$ cat src/rtl/logic_unit_pipe.sv
// logic_unit_pipe: pipelined 8-op bitwise logic unit with a result FIFO and an
// accumulator that can replace operand A and capture each result.
// Results become visible one cycle after acceptance; nothing passes straight
// from the operand inputs to res.
module logic_unit_pipe #(
    parameter int WIDTH      = 32,
    parameter int FIFO_DEPTH = 4
) (
    input  logic                         clk,
    input  logic                         rst_n,
    input  logic                         in_valid,
    output logic                         in_ready,
    input  logic [2:0]                   op,
    input  logic [WIDTH-1:0]             a,
    input  logic [WIDTH-1:0]             b,
    input  logic                         acc_en,
    input  logic                         acc_clr,
    output logic                         out_valid,
    input  logic                         out_ready,
    output logic [WIDTH-1:0]             res,
    output logic                         zero,
    output logic [$clog2(FIFO_DEPTH):0]  level,
    output logic [WIDTH-1:0]             acc
);

    localparam int PW = $clog2(FIFO_DEPTH);
    localparam int LW = PW + 1;
    localparam logic [LW-1:0] FULL_LEVEL = LW'(FIFO_DEPTH);

    logic [WIDTH-1:0] mem [FIFO_DEPTH];
    logic [PW-1:0]    wr_ptr;
    logic [PW-1:0]    rd_ptr;
    logic [WIDTH-1:0] last_res;
    logic [WIDTH-1:0] acc_operand;
    logic [WIDTH-1:0] op_a;
    logic [WIDTH-1:0] result;
    logic             push;
    logic             pop;

    // Handshake qualifiers; a full FIFO refuses a beat even if a pop happens in the same cycle.
    always_comb begin
        in_ready  = (level != FULL_LEVEL);
        out_valid = (level != '0);
        push      = in_valid & in_ready;
        pop       = out_valid & out_ready;
    end

    // Operand A selection: a same-cycle clear makes the accumulator read as zero.
    always_comb begin
        acc_operand = acc_clr ? '0 : acc;
        op_a        = acc_en ? acc_operand : a;
    end

    // The eight bitwise operations.
    always_comb begin
        result = '0;
        unique case (op)
            3'b000:  result = op_a & b;
            3'b001:  result = op_a | b;
            3'b010:  result = op_a ^ b;
            3'b011:  result = ~(op_a | b);
            3'b100:  result = ~(op_a & b);
            3'b101:  result = ~(op_a ^ b);
            3'b110:  result = op_a & ~b;
            default: result = b;
        endcase
    end

    // Result storage; contents need no reset because level gates their visibility.
    always_ff @(posedge clk) begin
        if (push) begin
            mem[wr_ptr] <= result;
        end
    end

    // Pointers, occupancy and the last popped value shown while the FIFO is empty.
    always_ff @(posedge clk or negedge rst_n) begin
        if (!rst_n) begin
            wr_ptr   <= '0;
            rd_ptr   <= '0;
            level    <= '0;
            last_res <= '0;
        end else begin
            if (push) begin
                wr_ptr <= wr_ptr + PW'(1);
            end
            if (pop) begin
                rd_ptr   <= rd_ptr + PW'(1);
                last_res <= mem[rd_ptr];
            end
            if (push && !pop) begin
                level <= level + LW'(1);
            end else if (pop && !push) begin
                level <= level - LW'(1);
            end
        end
    end

    // Accumulator: an accepted accumulate beat wins over a plain clear.
    always_ff @(posedge clk or negedge rst_n) begin
        if (!rst_n) begin
            acc <= '0;
        end else if (push && acc_en) begin
            acc <= result;
        end else if (acc_clr) begin
            acc <= '0;
        end
    end

    // Head presentation: live head entry when valid, otherwise the value most recently popped.
    always_comb begin
        res  = out_valid ? mem[rd_ptr] : last_res;
        zero = (res == '0);
    end

endmodule

$ cat config.mk
export PLATFORM = sky130hd
export DESIGN_NAME = logic_unit_pipe
export DESIGN_NICKNAME = d
export VERILOG_FILES = /design/src/rtl/logic_unit_pipe.sv
export SDC_FILE = /design/constraint.sdc
export NUM_CORES = 1
export LEC_CHECK = 0
export CAP_MARGIN = 20
export CORE_UTILIZATION = 40
export DETAILED_ROUTE_END_ITERATION = 7
export PLACE_DENSITY = 0.57
export SYNTH_ARGS = -nofsm -noshare
export SYNTH_HDL_FRONTEND = slang
export SYNTH_SLANG_ARGS = --single-unit
export TNS_END_PERCENT = 10
$ cat constraint.sdc
create_clock -name clk -period 2.8 [get_ports clk]
set_input_delay 0.42 -clock clk [delete_from_list [all_inputs] [get_ports clk]]
set_output_delay 0.42 -clock clk [all_outputs]
set_load 0.1 [all_outputs]
; Yosys cells after proc, flatten, opt, wreduce, memory -nomap -nowiden
; Memory sizes are Yosys's and may differ from the RTL's.
; Index checks and enable logic that the tools add are counted.
[totals]
ff_bits = 71
latchBits = 0
ram_bits = 128
romBits = 0
wordCells = 45
memories = 1
[memory_table]
columns = name, depth, word_bits, read_ports, rd_ports_with_merged_regs, write_ports, line
row1 = mem, 4, 32, 1, 0, 1, 30  ; logic [WIDTH-1:0] mem [FIFO_DEPTH];
[op_classes]
addsub = 4
n_mul = 0
n_div = 0
order_cmp = 0
n_eq_ne = 7
n_shift = 0
mux = 9
bitwise = 10
reduce_logical = 9
[ops]
columns = operator, count
row1 = $pmux 32 s7, 1
row2 = $mux 32, 4
row3 = $not 32->32, 4
row4 = $and 32x32->32, 2
row5 = $logic_not 32->1, 1
row6 = $or 32x32->32, 1
row7 = $xor 32x32->32, 1
row8 = $eq 3x3->1 const B, 3
row9 = $eq 3x2->1 const B, 2
row10 = $mux 3, 2
row11 = $add 2x1->2 const B, 2
row12 = $add 3x1->3 const B, 1
row13 = $eq 3x1->1 const B, 1
row14 = $logic_and 1x1->1, 3
row15 = $logic_not 3->1, 1
row16 = $ne 3x3->1 const B, 1
row17 = $reduce_bool 3->1, 1
row18 = $sub 3x1->3 const B, 1
row19 = $and 1x1->1, 2
row20 = $logic_not 1->1, 2
row21 = $mux 1, 2
row22 = $reduce_bool 2->1, 1

; Longest topological paths before layout
; Gate-level depths: netlist of the first run.
[depth]
word_depth = 6
mapped_depth = 10
ltp_nobuf = 9

; Worst setup path after synthesis of the first run
; Ideal clock, no wire load.
[synth_path]
path_kind = register to output
from = register level[0]
to = output port zero
t_arrival_ps = 3343
t_required_ps = 2380
slack_ps = -963
path_stages_with_launch = 7
cell_sequence = dfrtp_1 > nor3_2 > inv_2 > nand2_1 > nand2_1 > nor4_1 > and3_1
[synth_between]
elab_chain_len = 3
[synth_lines]
columns = element, line
row1 = "start, declared", 22  ; output logic [$clog2(FIFO_DEPTH):0] level,
row2 = "start signal, assigned", 92  ; level <= level + LW'(1);
row3 = "start signal, assigned", 94  ; level <= level - LW'(1);
row4 = $reduce_bool 3->1, 43  ; out_valid = (level != '0);
row5 = $mux 32, 112  ; res = out_valid ? mem[rd_ptr] : last_res;
row6 = named net res[12], 20  ; output logic [WIDTH-1:0] res,
row7 = $logic_not 32->1, 113  ; zero = (res == '0);
row8 = "end, declared", 21  ; output logic zero,
; The timed path passes the listed nets, and every way through them passes these cells.

; Final worst setup path of the first run
[layout_path]
from = register rd_ptr[0]
to = output port zero
[layout_between]
elab_chain_len = 3
[layout_lines]
columns = element, line
row1 = "start, declared", 32  ; logic [PW-1:0] rd_ptr;
row2 = "start signal, assigned", 88  ; rd_ptr <= rd_ptr + PW'(1);
row3 = $mem_v2 4x32, -
row4 = $mux 32, 112
row5 = $logic_not 32->1, 113
; Every way passes these cells.

==> reports/qor.csv, run 1 <==
stage;metric;value;unit
run_status;run_status;complete, but fails checks;
drt;drc;0;
synth;avgSynthCellArea;11.7;sq um
floorplanning;core;29900;sq um
synth;synth_edf_count;128;
floorplanning;die_w;177;um
global_route;grt_max_degree;79;
timing;fin_crit_sh;1.13;
timing;rsz0062_at_grt;true;
clock_network;postCtsHoldBufs;0;
floorplanning;chipHeight;177;um
drt;vias_per_cell;5.14;
synth;async_flop_share;0.357;
pwr;p_per_area;1120;nW/um^2
global_route;grt_usage;0.200;
synth;synth_ff_type;edfxtp_1;
worst_setup_path;r2r_slack;0.57;ns
clock_network;numCtsBuffers;17;
pwr;p_total;0.0174;W
placement;dpl.hpwl;21300;um
timing;min_period;3.17;ns
timing;fin_worst_skew;0.0137;ns
clock_network;tritoncts;yes;
floorplanning;row_count;63;
timing;max_freq;316;MHz
synth;ys_seq_area_frac;0.460;
pwr;ir_drop;0.000846;V
drt;first_pass_iters;5;
clock_network;htreeDepth;4;
floorplanning;ioPinCount;143;
drt;ant_nets;0;
worst_setup_path;endpoint_kind;output port;
placement;port_buffers;142;
floorplanning;start_util;0.409;
synth;yosys.area.top_type_share;0.315;
timing;hold_violations;0;
min_path;hold_path_class;in -> async;
timing;worst_slew_pin_slew;0.645;ns
worst_setup_path;required;2.38;ns
synth;synth_area_leaders;edfxtp_1 (31%), dfrtp_1 (15%), ha_1 (10%);
clock_network;cts.clk_slew.worst_paths;0.08;ns
drt;vias;8399;
layout;syn_to_final_growth;27.5;%
drt;wirelength;30000;um
layout;n_antenna_cell;0;
run_status;violations;negative setup slack;
synth;synth_area;12200;sq um
synth;synth_cells;1046;
run;maxCapViolations;0;
synth;ys_types;46;
worst_setup_path;startpoint_type;flop;
global_route;antenna_found_initial;0;
clock_network;cts_root_buf;clkbuf_16;
clock_network;clockBufferDepth;2;
clock_network;clock_sinks;199;
layout;drive_gt1_frac;0.292;
synth;synth_nets;1221;
clock_network;worstSkewPairLatency;0.43;ns
global_route;overflow;0;
floorplanning;die-area;31200;sq um
synth;ys_warn_count;0;
pwr;p_leak;6.62;nW
drt;drt_iter0_markers;508;
timing;relSlewSlack;0.570;
layout;fill_cells;2562;
placement;place_congestion;0.780;
synth;ys_ff_latch;199;
timing;drv_slew;0;
drt;wl_per_cell;18.3;um
timing;setup_viol;1;
synth;synth_top_area_cell;edfxtp_1;
worst_setup_path;critPathMaxFanout;5;
timing;whs;0.000642;ns
worst_setup_path;crit_arrival;2.75;ns
timing;setup_ws;-0.367;ns
global_route;grt_pass1_vias;8233;
worst_setup_path;critPathKind;reg -> out;
layout;fin_nets;1407;
global_route;grt_pass1_wl;47400;um
[layer usage]
metal | part of all wire | track usage
met1 | 0.50 | 0.299
met2 | 0.45 | 0.307
met5 | 0 | 0
met3 | 0.035 | 0.0243
met4 | 0.011 | 0.0460
[metrics by stage]
stage	std cells	util	instance area, sq um	worst slack [ns]	setup TNS (ns)
final	1635	0.521	15600	-0.367	-0.367
after global routing	1635	0.521	15600	-0.479	-0.479
after CTS	1634	0.520	15500	-0.393	-0.393
after detailed placement	1597	0.498	14900	-0.0913	-4.89
after global placement	1597	0.498	14900	-0.0936	-3.51
after floorplan	1046	-	12300	0.0423	0
[area by class of cell]
type                            instances  area [sq um]  area share
Clock buffer                           17           425      0.0273
Clock inverter                         15           183      0.0117
Inverter                               96           360      0.0231
Multi-Input combinational cell        684          6010       0.386
Sequential cell                       199          5630       0.361
Tap cell                              390           488      0.0313
Timing Repair Buffer                  234          2480       0.159
[report_power, final]
group	switching, W	internal [W]	total [W]
registers	0.000373	0.00400	0.00437
logic	0.00664	0.00387	0.0105
clock network	0.00118	0.00136	0.00253
[flip-flops by register name (all words and copies together), names as in the netlist]
| name | flops |
|---|---|
| rd_ptr | 2 |
| level | 3 |
| acc | 32 |
| mem | 128 |
| wr_ptr | 2 |
| last_res | 32 |
[critical path: stages, from the launching register on]
cell     delay (ns)
dfrtp_2        0.42
buf_12         0.14
buf_4          0.16
mux4_2         0.57
nor4_2         0.25
nand3_1        0.15
o22ai_2        0.22
and3_4         0.22
buf_12         0.17
[Yosys cell counts (all sizes together), types with 11 or more instances]
cell type	n
dfrtp	71
nor3b	11
clkbuf	35
edfxtp	128
inv	96
buf	32
a21oi	32
xnor2	18
mux2i	28
nor2	55
mux4	32
o221a	24
o32a	14
nor2b	46
nor4	13
mux2	104
xor2	19
o21ai	23
ha	101
nand2	108
[cells by family after synthesis]
| family | synth area share |
|---|---|
| AOI/OAI and AO/OA | 0.0759 |
| xor gates and xnor gates | 0.0265 |
| adders and majority gates | 0.105 |
| buffers and inverters | 0.0551 |
| DFF | 0.460 |
| muxes | 0.178 |
| and+or+nand+nor | 0.0995 |
[cell usage in the layout, fill, tap and decap left out, types with 3 or more instances in the layout]
master / Yosys / routed
and3_1: 5 / 4
a22oi_1: 3 / 3
xor2_1: 19 / 19
o21a_1: 7 / 7
inv_1: 95 / 95
buf_4: 2 / 119
inv_6: 0 / 3
o211ai_1: 10 / 10
clkinvlp_4: 0 / 3
mux2_2: 100 / 100
nand3_1: 4 / 4
clkbuf_16: 0 / 17
o32a_1: 14 / 14
nor2_1: 55 / 55
dfrtp_1: 71 / 67
a21oi_1: 32 / 32
nand2_2: 0 / 3
clkdlybuf4s50_1: 0 / 67
xnor2_1: 18 / 18
mux2_1: 4 / 4
o311ai_1: 6 / 6
nand2_1: 108 / 101
nand2_4: 0 / 4
buf_12: 0 / 44
mux2i_1: 28 / 28
edfxtp_1: 128 / 128
o221a_2: 15 / 15
ha_1: 101 / 101
nor3b_1: 11 / 11
inv_8: 0 / 4
nor4_1: 13 / 9
and2_1: 7 / 7
mux4_2: 32 / 32
o221a_1: 9 / 9
nor2b_1: 46 / 46
nor4_2: 0 / 3
o21ai_0: 23 / 23
dfrtp_2: 0 / 4
[worst paths after layout]
kind,startpoint,depth (start not counted),end
worst max-delay path,rd_ptr[0]$_DFFE_PN0P_,8,zero
worst min-delay path,rst_n,1,level[2]$_DFFE_PN0P_
worst max register to register,acc[15]$_DFF_PN0_,6,mem[3][15]$_DFFE_PP_
worst min register to register,last_res[12]$_DFFE_PN0P_,1,last_res[12]$_DFFE_PN0P_
max in group asynchronous,rst_n,2,acc[15]$_DFF_PN0_
min in group clk,last_res[12]$_DFFE_PN0P_,1,last_res[12]$_DFFE_PN0P_
[what timing repair did]
item | in CTS | in global routing
pin swaps | 7 | 0
gates resized for setup | 6 | 4
buffers inserted | 5 | 1
setup endpoints to repair | 1 | 3
(Power assumes the default switching activity.)
==> run 2, diff against run 1 <==
--- a/config.mk
+++ b/config.mk
@@ -8,6 +8,7 @@
 export CAP_MARGIN = 20
 export CORE_UTILIZATION = 40
 export DETAILED_ROUTE_END_ITERATION = 7
+export GPL_TIMING_DRIVEN = 0
 export PLACE_DENSITY = 0.57
 export SYNTH_ARGS = -nofsm -noshare
 export SYNTH_HDL_FRONTEND = slang
==> reports/qor.csv, run 2 (same netlist as run 1, synthesis figures left out) <==
stage;metric;value;unit;change
run_status;run_status;complete, but fails checks;;
run_status;violations;negative setup slack;;
timing;hold_violations;0;;unchanged
drt;vias;8559;;+1.9%
worst_setup_path;crit_arrival;2.78;ns;+0.03 ns
layout;top_register;mem;;
timing;relSlewSlack;0.312;;-0.258
placement;place_congestion;0.819;;+5.1%
layout;syn_to_final_growth;22.8;%;
timing;rsz0062_at_grt;true;;
clock_network;numCtsBuffers;17;;unchanged
worst_setup_path;startpoint_type;flop;;
floorplanning;row_count;63;;unchanged
layout;fill_cells;2718;;+6.1%
worst_setup_path;endpoint_kind;output port;;
drt;drc;0;;unchanged
clock_network;cts.clk_slew.worst_paths;0.09;ns;about the same
floorplanning;ioPinCount;143;;unchanged
placement;pre_cts_ws;-1.51;ns;-1.42 ns
drt;ant_nets;0;;unchanged
pwr;ir_drop;0.000788;V;-6.8%
floorplanning;die-area;31200;sq um;unchanged
clock_network;worstSkewPairLatency;0.44;ns;about the same
global_route;grt_pass1_vias;8636;;+4.9%
timing;worst_slew_pin_slew;1.03;ns;+0.384 ns
clock_network;cts_root_buf;clkbuf_16;;
clock_network;tritoncts;yes;;
clock_network;htreeDepth;4;;unchanged
layout;fin_nets;1396;;-0.78%
layout;layout_commonest_cell;edfxtp_1;;
drt;drt_iter0_markers;478;;-5.9%
clock_network;clockBufferDepth;2;;unchanged
floorplanning;start_util;0.409;;unchanged
floorplanning;die_w;177;um;unchanged
worst_setup_path;worst_r2r_path_depth;11;;+5
layout;reg_top3;mem x128, acc x32, last_res x32;;
worst_setup_path;reg2reg_to;level[2]$_DFFE_PN0P_;;
drt;wirelength;33200;um;+11%
floorplanning;chipHeight;177;um;unchanged
drt;first_pass_iters;5;;unchanged
clock_network;clock_sinks;199;;unchanged
timing;fin_worst_skew;0.0187;ns;+0.00501 ns
global_route;grt_usage;0.221;;+0.0209
worst_setup_path;critPathKind;reg -> out;;
pwr;p_per_area;1060;nW/um^2;-5.2%
placement;port_buffers;140;;-1.4%
timing;setup_ws;-0.397;ns;-0.0304 ns
placement;dpl.hpwl;24500;um;+15%
layout;largest_reg_flops;128;;unchanged
drt;vias_per_cell;5.27;;+2.6%
drt;wl_per_cell;20.5;um;+12%
worst_setup_path;critPathMaxFanout;7;;+2
worst_setup_path;r2r_slack;0.19;ns;-0.38 ns
timing;setup_viol;1;;unchanged
timing;drv_slew;0;;unchanged
timing;fin_crit_sh;1.14;;+0.0108
worst_setup_path;required;2.38;ns;about the same
layout;drive_gt1_frac;0.237;;-0.0549
timing;max_freq;313;MHz;-0.95%
timing;min_period;3.20;ns;+0.0304 ns
worst_setup_path;r2r_start;level[1]$_DFFE_PN0P_;;
global_route;antenna_found_initial;0;;unchanged
global_route;overflow;0;;unchanged
layout;n_antenna_cell;0;;unchanged
min_path;hold_path_class;in -> async;;
global_route;grt_pass1_wl;51300;um;+8.2%
floorplanning;core;29900;sq um;unchanged
layout;layout_common_cells;edfxtp_1 (128), clkdlybuf4s50_1 (105), nand2_1 (103);;
timing;finalSetupTns;-0.397;ns;-0.0304 ns
run;maxCapViolations;0;;unchanged
pwr;p_leak;6.24;nW;-5.8%
global_route;grt_max_degree;38;;-52%
==> run 2: worst max path at each step <==
| stage | startpoint | endpoint | slack (ns) | depth (start not counted) |
|---|---|---|---|---|
| global placement | rst_n | level[2]$_DFFE_PN0P_ | -2.04 | 1 |
| finish | rd_ptr[0]$_DFFE_PN0P_ | zero | -0.40 | 9 |
| global route | rd_ptr[0]$_DFFE_PN0P_ | zero | -0.49 | 8 |
| floorplan | level[2]$_DFFE_PN0P_ | res[10] | 0.04 | 5 |
| CTS | rd_ptr[0]$_DFFE_PN0P_ | zero | -0.42 | 8 |
| detailed placement | rd_ptr[1]$_DFFE_PN0P_ | zero | -1.51 | 8 |
==> run 2: what timing repair did <==
action                                  4_1_cts  5_1_grt
endpoints found under the hold margin        36        0
endpoints found under the setup margin      154       50
cloned                                        1        0
setup buffers                                13        1
pin swaps                                     6        1
hold buffers                                  1        0
resized for setup                           187       45
==> run 2: per-layer routing <==
layer / up-vias / track usage / wire length [um]
met1: 4223 / 0.316 / 15800
li1: 4058 / - / -
met2: 244 / 0.349 / 15300
met4: 0 / 0.0596 / 610
met5: - / 0 / 0
met3: 34 / 0.0311 / 1480
==> run 2: final cells by class <==
class	instances	area, sq um	share of cell area
Clock buffer	17	425	0.0284
Timing Repair Buffer	157	1540	0.103
Inverter	96	360	0.0240
Clock inverter	15	176	0.0118
Tap cell	390	488	0.0325
Multi-Input combinational cell	684	6020	0.401
Buffer	66	372	0.0248
Sequential cell	199	5620	0.375
==> run 2: stage by stage <==
step / area (sq um) / hold WS, ns / power (W) / util / instances
finish: 15000 / 0.489 / 0.0159 / 0.502 / 1624
detailed placement: 14200 / 0.432 / 0.0133 / 0.475 / 1577
global route: 15000 / 0.513 / 0.0166 / 0.502 / 1624
CTS: 15000 / 0.501 / 0.0159 / 0.501 / 1623
floorplan: 12300 / 0.124 / 0.0111 / - / 1046
global placement: 14200 / 0.487 / 0.0133 / 0.474 / 1576
==> run 2: report_power, final <==
| group | internal [W] | switching, W | leakage (nW) |
|---|---|---|---|
| registers | 0.00400 | 0.000380 | 2.05 |
| logic | 0.00269 | 0.00637 | 3.89 |
| clock network | 0.00121 | 0.00126 | 0.291 |
| total | 0.00790 | 0.00802 | 6.24 |
==> run 2: worst max-delay path, stage by stage, from the launching register on <==
cell,delay [ns]
dfrtp_1,0.34
buf_6,0.16
buf_12,0.11
buf_16,0.11
mux4_2,0.55
nor4_2,0.28
nand4_1,0.16
o22ai_2,0.22
and3_4,0.23
buf_12,0.17
==> run 3, diff against run 2 <==
--- a/config.mk
+++ b/config.mk
@@ -7,8 +7,10 @@
 export LEC_CHECK = 0
 export CAP_MARGIN = 20
 export CORE_UTILIZATION = 40
+export CTS_CLUSTER_SIZE = 14
 export DETAILED_ROUTE_END_ITERATION = 7
 export GPL_TIMING_DRIVEN = 0
+export MAX_ROUTING_LAYER = met4
 export PLACE_DENSITY = 0.57
 export SYNTH_ARGS = -nofsm -noshare
 export SYNTH_HDL_FRONTEND = slang
==> reports/qor.csv, run 3 (same netlist as run 1, synthesis figures left out) <==
stage;metric;value;unit;change
layout;largest_reg_flops;128;;unchanged
worst_setup_path;slowest_delay;0.55;ns;about the same
timing;whs;0.481;ns;-0.00766 ns
timing;hold_violations;0;;unchanged
drt;ant_nets;0;;unchanged
clock_network;cts_root_buf;clkbuf_16;;
timing;setup_viol;1;;unchanged
clock_network;clock_sinks;199;;unchanged
timing;drv_slew;0;;unchanged
timing;min_period;3.23;ns;+0.0341 ns
worst_setup_path;r2r_slack;0.19;ns;about the same
worst_setup_path;reg2reg_to;level[2]$_DFFE_PN0P_;;
clock_network;cts.clk_slew.worst_paths;0.09;ns;about the same
pwr;p_per_area;1060;nW/um^2;about the same
run_status;run_status;complete, but fails checks;;
layout;drive_gt1_frac;0.237;;unchanged
drt;vias;8610;;+0.60%
timing;fin_crit_sh;1.15;;+0.0122
drt;wl_per_cell;20.5;um;+0.23%
layout;fin_nets;1396;;unchanged
worst_setup_path;crit_chain;buf_6, buf_12, buf_16, mux4_2, nor4_2, nand4_1, o22ai_2, and3_4, buf_12;;
floorplanning;chipHeight;177;um;unchanged
placement;port_buffers;140;;unchanged
pwr;p_leak;6.24;nW;about the same
worst_setup_path;crit_path_frequent_cell;buf_12;;
drt;drc;0;;unchanged
layout;syn_to_final_growth;22.9;%;about the same
worst_setup_path;crit_slowest_cell;mux4_2;;
drt;first_pass_iters;5;;unchanged
global_route;antenna_found_initial;0;;unchanged
worst_setup_path;crit_family;simple AND/OR/NAND/NOR gates;;
timing;rsz0062_at_grt;true;;
clock_network;worstSkewPairLatency;0.45;ns;about the same
layout;reg_top3;mem x128, acc x32, last_res x32;;
global_route;grt_usage;0.227;;+0.00668
floorplanning;start_util;0.409;;unchanged
worst_setup_path;required;2.38;ns;about the same
layout;n_antenna_cell;0;;unchanged
global_route;grt_pass1_wl;51300;um;about the same
placement;dpl.hpwl;24500;um;unchanged
worst_setup_path;critPathMaxFanout;7;;unchanged
clock_network;numCtsBuffers;17;;unchanged
timing;relSlewSlack;0.312;;unchanged
layout;layout_common_cells;edfxtp_1 (128), clkdlybuf4s50_1 (105), nand2_1 (103);;
layout;top_register;mem;;
global_route;overflow;0;;unchanged
global_route;grt_pass1_vias;8639;;+0.035%
floorplanning;die_w;177;um;unchanged
worst_setup_path;worst_r2r_path_depth;11;;unchanged
timing;setup_ws;-0.431;ns;-0.0341 ns
timing;worst_slew_pin_slew;1.03;ns;unchanged
run_status;violations;negative setup slack;;
timing;max_freq;309;MHz;-1.1%
drt;wirelength;33300;um;+0.23%
drt;drt_iter0_markers;543;;+14%
worst_setup_path;critical_path_buf_inv_count;4;;unchanged
worst_setup_path;crit_arrival;2.81;ns;+0.03 ns
layout;layout_commonest_cell;edfxtp_1;;
worst_setup_path;critPathKind;reg -> out;;
floorplanning;row_count;63;;unchanged
timing;fin_worst_skew;0.0234;ns;+0.00474 ns
drt;vias_per_cell;5.30;;+0.60%
pwr;ir_drop;0.000788;V;about the same
worst_setup_path;endpoint_kind;output port;;
global_route;grt_max_degree;38;;unchanged
pwr;p_total;0.0159;W;about the same
placement;place_congestion;0.832;;+1.5%
floorplanning;core;29900;sq um;unchanged
worst_setup_path;startpoint_type;flop;;
layout;fill_cells;2716;;-0.074%
worst_setup_path;r2r_start;level[1]$_DFFE_PN0P_;;
clock_network;tritoncts;yes;;
placement;pre_cts_ws;-1.51;ns;unchanged
min_path;hold_path_class;in -> async;;
floorplanning;die-area;31200;sq um;unchanged
clock_network;htreeDepth;4;;unchanged
clock_network;clockBufferDepth;2;;unchanged
floorplanning;ioPinCount;143;;unchanged
run;maxCapViolations;0;;unchanged
[run 3: cell types whose count changed in the layout (fill, tap and decap cells not counted)]
| cell | previous run | this run |
|---|---|---|
| buf_4 | 30 | 29 |
| buf_6 | 5 | 6 |
[run 3: how the worst max path moves through the flow]
stage	cells after the start	slack, ns	to	start
finish	9	-0.43	zero	rd_ptr[0]$_DFFE_PN0P_
global route	8	-0.49	zero	rd_ptr[0]$_DFFE_PN0P_
CTS	8	-0.42	zero	rd_ptr[0]$_DFFE_PN0P_
detailed placement	8	-1.51	zero	rd_ptr[1]$_DFFE_PN0P_
global placement	1	-2.04	level[2]$_DFFE_PN0P_	rst_n
floorplan	5	0.04	res[10]	level[2]$_DFFE_PN0P_
[run 3: metal layers]
| metal | vias to the layer above | global-route usage | wire length [um] |
|---|---|---|---|
| met5 | - | - | 0 |
| met4 | 0 | 0.0596 | 675 |
| met3 | 48 | 0.0303 | 1210 |
| met2 | 230 | 0.348 | 15200 |
| met1 | 4273 | 0.317 | 16200 |
| li1 | 4059 | - | - |
[run 3: metrics by stage]
step           cell area [sq um]  setup TNS, ns  std cells  utilization
6_report                   15000         -0.431       1624        0.502
5_1_grt                    15000         -0.683       1624        0.502
4_1_cts                    15000          -1.08       1623        0.501
3_5_place_dp               14200        -110.22       1577        0.475
3_3_place_gp               14200        -233.07       1576        0.474
2_1_floorplan              12300              0       1046            -
[run 3: final cells by class]
cell class	instances	area, sq um	share of cell area
flip-flops and latches	199	5620	0.375
repair buffers	157	1550	0.103
plain buffers	66	372	0.0248
inverters	96	360	0.0240
clock inverters	15	176	0.0118
well taps	390	488	0.0325
clock buffers	17	425	0.0283
multi-input cells	684	6020	0.401
[run 3: what timing repair did]
action	CTS	global route
setup buffers	13	1
cloned	1	0
resized for setup	187	46
setup endpoints to repair	154	50
hold buffers	1	0
hold endpoints to repair	36	0
pin swaps	6	1
[run 3: where the power goes]
group	internal, W	leakage, nW	switching (W)
clock network	0.00121	0.291	0.00127
registers	0.00400	2.05	0.000380
logic	0.00270	3.90	0.00638
